--- src/rtl/coin_pkg.sv ---
// coin_pkg: shared constants and types for the coin acceptor front end.
package coin_pkg;

    // Coin denominations; the enum value is the channel index of that coin.
    typedef enum logic [1:0] {
        NICKEL  = 2'd0,
        DIME    = 2'd1,
        QUARTER = 2'd2
    } coin_denom_e;

    localparam int NUM_COINS_DEF = 3;
    localparam int VALUE_W_DEF   = 5;
    localparam int CREDIT_W_DEF  = 8;

    // Entry i is the value of channel i (nickel on channel 0, quarter on channel 2).
    localparam logic [NUM_COINS_DEF-1:0][VALUE_W_DEF-1:0] COIN_VALUES_DEF = {5'd25, 5'd10, 5'd5};

endpackage

--- src/rtl/coin_debounce.sv ---
// coin_debounce: one coin channel -- 2-flop synchroniser, debounce counter,
// stable state and its one-cycle-delayed copy; emits a single-cycle rise.
module coin_debounce #(
    parameter int DEBOUNCE_CYCLES = 4
) (
    input  logic clk_i,
    input  logic rst_i,
    input  logic coin_i,
    output logic stable_o,
    output logic rise_o
);

    localparam int CNT_W = $clog2(DEBOUNCE_CYCLES + 1);
    localparam logic [CNT_W-1:0] CNT_LAST = CNT_W'(DEBOUNCE_CYCLES - 1);

    logic             r_meta;
    logic             r_sync;
    logic             r_stable;
    logic             r_stable_prev;
    logic [CNT_W-1:0] r_cnt;

    // Bring the raw sensor line into the clock domain.
    always_ff @(posedge clk_i or posedge rst_i) begin
        if (rst_i) begin
            r_meta <= 1'b0;
            r_sync <= 1'b0;
        end else begin
            r_meta <= coin_i;
            r_sync <= r_meta;
        end
    end

    // Flip the stable state only after DEBOUNCE_CYCLES consecutive disagreeing samples.
    always_ff @(posedge clk_i or posedge rst_i) begin
        if (rst_i) begin
            r_cnt    <= '0;
            r_stable <= 1'b0;
        end else if (r_sync == r_stable) begin
            r_cnt <= '0;
        end else if (r_cnt == CNT_LAST) begin
            r_stable <= r_sync;
            r_cnt    <= '0;
        end else begin
            r_cnt <= r_cnt + 1'b1;
        end
    end

    // Delayed stable state for rising-edge detection.
    always_ff @(posedge clk_i or posedge rst_i) begin
        if (rst_i) begin
            r_stable_prev <= 1'b0;
        end else begin
            r_stable_prev <= r_stable;
        end
    end

    assign stable_o = r_stable;
    assign rise_o   = r_stable & ~r_stable_prev;

endmodule

--- src/rtl/coin_acceptor.sv ---
// coin_acceptor: per-channel debounce, single-coin event resolution with
// conflict detection, registered event outputs. Optional credit accumulator
// is built when the macro COIN_ACC_CREDIT_EN is defined.
module coin_acceptor
    import coin_pkg::*;
#(
    parameter int NUM_COINS       = NUM_COINS_DEF,
    parameter int VALUE_W         = VALUE_W_DEF,
    parameter logic [NUM_COINS-1:0][VALUE_W-1:0] COIN_VALUES = COIN_VALUES_DEF,
    parameter int DEBOUNCE_CYCLES = 4,
    parameter int CREDIT_W        = CREDIT_W_DEF,
    localparam int IDX_W          = (NUM_COINS > 1) ? $clog2(NUM_COINS) : 1
) (
    input  logic                 clk_i,
    input  logic                 rst_i,
    input  logic [NUM_COINS-1:0] coin_i,
    output logic                 pressed_o,
    output logic                 coin_valid_o,
    output logic [VALUE_W-1:0]   coin_value_o,
    output logic [IDX_W-1:0]     coin_idx_o,
    output logic                 conflict_o
`ifdef COIN_ACC_CREDIT_EN
    ,
    input  logic                 credit_clr_i,
    output logic [CREDIT_W-1:0]  credit_o,
    output logic                 credit_sat_o
`endif
);

    logic [NUM_COINS-1:0] w_rise;
    logic [NUM_COINS-1:0] w_stable;
    logic                 w_one;
    logic                 w_multi;
    logic [IDX_W-1:0]     w_idx;

    logic                 r_pressed;
    logic                 r_coin_valid;
    logic [VALUE_W-1:0]   r_coin_value;
    logic [IDX_W-1:0]     r_coin_idx;
    logic                 r_conflict;

    genvar gi;
    generate
        for (gi = 0; gi < NUM_COINS; gi++) begin : g_chan
            coin_debounce #(
                .DEBOUNCE_CYCLES(DEBOUNCE_CYCLES)
            ) u_debounce (
                .clk_i   (clk_i),
                .rst_i   (rst_i),
                .coin_i  (coin_i[gi]),
                .stable_o(w_stable[gi]),
                .rise_o  (w_rise[gi])
            );
        end
    endgenerate

    // Classify the rise vector: none, exactly one (with its index), or several.
    always_comb begin
        w_one   = 1'b0;
        w_multi = 1'b0;
        w_idx   = '0;
        for (int i = 0; i < NUM_COINS; i++) begin
            if (w_rise[i]) begin
                if (w_one) begin
                    w_multi = 1'b1;
                end
                w_one = 1'b1;
                w_idx = IDX_W'(i);
            end
        end
    end

    // Register the resolved event; value and index are zero unless a single coin is accepted.
    always_ff @(posedge clk_i or posedge rst_i) begin
        if (rst_i) begin
            r_pressed    <= 1'b0;
            r_coin_valid <= 1'b0;
            r_coin_value <= '0;
            r_coin_idx   <= '0;
            r_conflict   <= 1'b0;
        end else begin
            r_pressed    <= |w_stable;
            r_coin_valid <= w_one & ~w_multi;
            r_conflict   <= w_multi;
            if (w_one && !w_multi) begin
                r_coin_value <= COIN_VALUES[w_idx];
                r_coin_idx   <= w_idx;
            end else begin
                r_coin_value <= '0;
                r_coin_idx   <= '0;
            end
        end
    end

    assign pressed_o    = r_pressed;
    assign coin_valid_o = r_coin_valid;
    assign coin_value_o = r_coin_value;
    assign coin_idx_o   = r_coin_idx;
    assign conflict_o   = r_conflict;

`ifdef COIN_ACC_CREDIT_EN
    localparam int SUM_W = CREDIT_W + 1;

    logic [CREDIT_W-1:0] r_credit;
    logic                r_credit_sat;
    logic [CREDIT_W-1:0] w_credit_base;
    logic [SUM_W-1:0]    w_credit_sum;
    logic                w_credit_ovf;

    // A clear restarts from zero, so a coin arriving with the clear is still counted.
    always_comb begin
        w_credit_base = credit_clr_i ? '0 : r_credit;
        w_credit_sum  = {1'b0, w_credit_base} + (r_coin_valid ? SUM_W'(r_coin_value) : '0);
        w_credit_ovf  = w_credit_sum[CREDIT_W];
    end

    // Saturating accumulate with a sticky saturation flag.
    always_ff @(posedge clk_i or posedge rst_i) begin
        if (rst_i) begin
            r_credit     <= '0;
            r_credit_sat <= 1'b0;
        end else if (credit_clr_i || r_coin_valid) begin
            r_credit     <= w_credit_ovf ? '1 : w_credit_sum[CREDIT_W-1:0];
            r_credit_sat <= (credit_clr_i ? 1'b0 : r_credit_sat) | w_credit_ovf;
        end
    end

    assign credit_o     = r_credit;
    assign credit_sat_o = r_credit_sat;
`endif

endmodule

--- config.mk ---
export PLATFORM = sky130hd
export DESIGN_NAME = coin_acceptor
export DESIGN_NICKNAME = d
export VERILOG_FILES = /design/src/rtl/coin_pkg.sv /design/src/rtl/coin_debounce.sv /design/src/rtl/coin_acceptor.sv
export SDC_FILE = /design/constraint.sdc
export NUM_CORES = 1
export LEC_CHECK = 0
export CAP_MARGIN = 20
export CORE_MARGIN = 1
export CORE_UTILIZATION = 51
export DETAILED_ROUTE_END_ITERATION = 12
export PLACE_DENSITY = 0.75
export SLEW_MARGIN = 20
export SYNTH_ARGS = -nofsm -noshare
export SYNTH_HDL_FRONTEND = slang
export SYNTH_SLANG_ARGS = --single-unit
--- constraint.sdc ---
create_clock -name clk_i -period 1.51 [get_ports clk_i]
set_input_delay 0.302 -clock clk_i [delete_from_list [all_inputs] [get_ports clk_i]]
set_output_delay 0.302 -clock clk_i [all_outputs]
set_load 0.01 [all_outputs]
==> results.tsv <==
stage	metric	value	unit
placement	Final Wtd Congestion	0.7290	
global_routing	met1 usage in global routing	16.54	%
floorplan	Die Ht	47.69	um
synth	top-count cell post-synth	dfrtp_1	
timing	Hold WS	0.3364	ns
critical_path	reg-to-reg slack, setup	0.34	ns
timing	unrepaired setup endpoints after global routing	no	
synth	Ys Warns	0	
synth	FFs w/ async S/R, synth	100.0	%
synth	post-synthesis compound-gate area fraction	1.645	%
floorplan	row count	16	
critical_path	CP endpoint kind	output pin	
critical_path	crit path launch type	register	
synth	synth cell count leaders	dfrtp_1, nor2b_1, nor3_1	
synth	Post-Synth Simple-Gate Area	14.92	%
finish	Post-Layout Cell Count	119	
synth	Synth Area in Adders	3.525	%
finish	Final Util	67.03	%
synth	main combinational cell family by area after synthesis	simple AND/OR/NAND/NOR gates	
run_status	status	complete, no violations	
clock_tree	TritonCTS buffer count	5	
global_routing	met3 usage	6.792	%
finish	fin nets	99	
global_routing	first-pass GRT wire length	2.104	mm
synth	Synth Register Bits	30	
synth	Post-Syn Nets	79	
timing	Final TNS setup	0	ns
timing	Setup-failing EPs final	0	
pwr	power per cell area	1951	nW/um2
clock_tree	root buf cell	clkbuf_4	
synth	mux contribution to synthesized area	3.173	%
synth	number of synthesized flops with an enable pin	0	
timing	Tmin final	1.285	ns
finish	layout cells sized above 1	14.13	%
drt	post-DR wirelength/cell	10.60	um
drt	Vias	569	
synth	largest area contributor in the netlist	dfrtp_1	
floorplan	core area	1962	um2
floorplan	die area	2274	um2
critical_path	family with the most delay on the worst path	flip-flops	
floorplan	IO Count	15	
placement	port bufs	14	
timing	clk_skew	0.002924	ns
synth	cell area after synthesis	1065	um2
job	Max Cap Viol	0	
synth	ys flop type	dfrtp_1	
drt	antenna-violating nets left	0	
timing	Worst Tran Pin Value	0.3530	ns
clock_tree	Clk Latency, worst-skew pair	0.32	ns
synth	XOR/XNOR share of the synthesized area	4.113	%
floorplan	Starting Density	54.27	%
drt	1st-pass router iterations	2	
critical_path	Worst Path Required	1.21	ns
critical_path	CP Class	register to output pin	
global_routing	vias in the first global route	528	
floorplan	die width	47.69	um
pwr	Pleak	0.6914	nW
clock_tree	CTS Buffer Depth	2	
clock_tree	setup repair bufs after CTS	0	
critical_path	critical path data arrival time	0.98	ns
clock_tree	Hold-fix buffers, CTS	0	
timing	Final WS setup	0.2253	ns
global_routing	GRT Overall Usage	14.67	%
synth	synth top area cells	dfrtp_1, xnor2_1, ha_1, nor2b_1, mux2_1	
synth	Syn Area/Cell	15.00	um2
global_routing	initial antenna violation count	0	
placement	Cells after DPL	111	
critical_path	worst-path fanout max	2	
synth	post-synth top area share	70.51	%
critical_path	Crit-path slowest cell	dfrtp_1	
timing	Final Cycle Share	85.08	%
finish	fillcell total	158	
critical_path	crit-path cells	dlygate4sd2_1	
global_routing	largest net degree at the start of global routing	31	
min_path	class of the worst hold path	primary input to async pin	
finish	Ant. Diodes	0	
drt	drt drc	0	
finish	area growth from synthesis to layout	23.50	%
clock_tree	clk sink count	30	
timing	count of pins over their slew limit	0	
drt	initial DRC count	4	
pwr	peak supply drop	1.212	mV
placement	dpl ws	0.3406	ns
placement	DP HPWL	873.9	um
drt	Routed WL	1.261	mm
drt	Via density	4.782	
global_routing	met2 Use GR	21.35	%
critical_path	CP max stage delay	0.38	ns
timing	Peak Freq	0.7784	GHz
clock_tree	CTS tree	done	
synth	Yosys cell types	19	
global_routing	GRT Residual Overflow	0	
timing	worst relative slew slack	76.46	%
critical_path	worst path bufs/invs	1	
clock_tree	Reg clk slew, reported paths	0.09	ns
timing	endpoints failing hold	0	
clock_tree	htree depth	2	
synth	Mapped Cells	71	
global_routing	GR peak layer	met2	
synth	Seq/Total Area, Yosys	70.51	%
-- state kept, by name, summed over array words and instances, names as in the netlist --
register,cells
coin_valid_o,1
g_chan.u_debounce.r_meta,3
coin_idx_o,2
g_chan.u_debounce.stable_o,3
conflict_o,1
g_chan.u_debounce.r_cnt,9
coin_value_o,4
g_chan.u_debounce.r_sync,3
pressed_o,1
g_chan.u_debounce.r_stable_prev,3
-- cells by family after synthesis --
family | count (synthesis)
flops | 30
simple gates | 24
xor+xnor | 5
compound gates | 3
buf+inv | 3
mux | 3
fa+ha+maj | 3
-- cells in the final DEF (no fill, tap or decap), types with 2 or more instances in the layout --
master and count:
mux2_1 3, dlymetal6s2s_1 6, nor3_1 6, dfrtp_1 30
clkbuf_4 5, nor3b_1 3, clkdlybuf4s50_1 4, nor2_1 2
and2b_2 2, xnor2_1 5, nand2b_1 2, clkinv_2 2
ha_1 3, nor2b_1 6, dlygate4sd2_1 4
-- metrics by stage --
stage	instance area, um2	total power [mW]
global placement	1227	2.018
detailed placement	1227	2.054
finish	1315	2.566
global route	1315	2.777
floorplan	1065	1.756
CTS	1300	2.631
-- cell type report --
class                      count  area, um2  share of cell area (%)
clock buffer                   5      37.54                   2.854
clock inverter                 3      40.04                   3.045
inverter                       1      3.754                  0.2854
multi-input combinational     38      291.5                   22.17
sequential                    30      750.7                   57.09
tap                           27      33.78                   2.569
timing repair buffer          15      157.7                   11.99
-- power breakdown --
part	switching, mW	internal (mW)	leakage (nW)
Clock	0.262	0.343	0.0450
Combinational	0.352	0.413	0.271
Sequential	0.133	1.06	0.376
-- per-layer routing --
metal / vias to the layer above / wire, um
met5: - / 0
met1: 267 / 540
met3: 6 / 99
met4: 0 / 48
li1: 276 / -
met2: 20 / 572
-- final timing paths --
check / to / cells after the start / from
min reg2reg: g_chan[1].u_debounce.r_sync$_DFF_PP0_ / 0 / g_chan[1].u_debounce.r_meta$_DFF_PP0_
min in group clk_i: g_chan[1].u_debounce.r_sync$_DFF_PP0_ / 0 / g_chan[1].u_debounce.r_meta$_DFF_PP0_
max: coin_value_o[1] / 1 / coin_idx_o[0]$_DFF_PP0_
max reg2reg: g_chan[2].u_debounce.stable_o$_DFFE_PP0P_ / 3 / g_chan[2].u_debounce.r_cnt[0]$_DFF_PP0_
max in group asynchronous: coin_value_o[4]$_DFF_PP0_ / 3 / rst_i
min: g_chan[2].u_debounce.stable_o$_DFFE_PP0P_ / 3 / rst_i
-- repair_timing --
item,in CTS,in global routing
cloned,0,0
endpoints found under the setup margin,4,6
pin swaps,0,0
gates resized for setup,4,6
No activity file was read; power rests on OpenSTA's default activity.
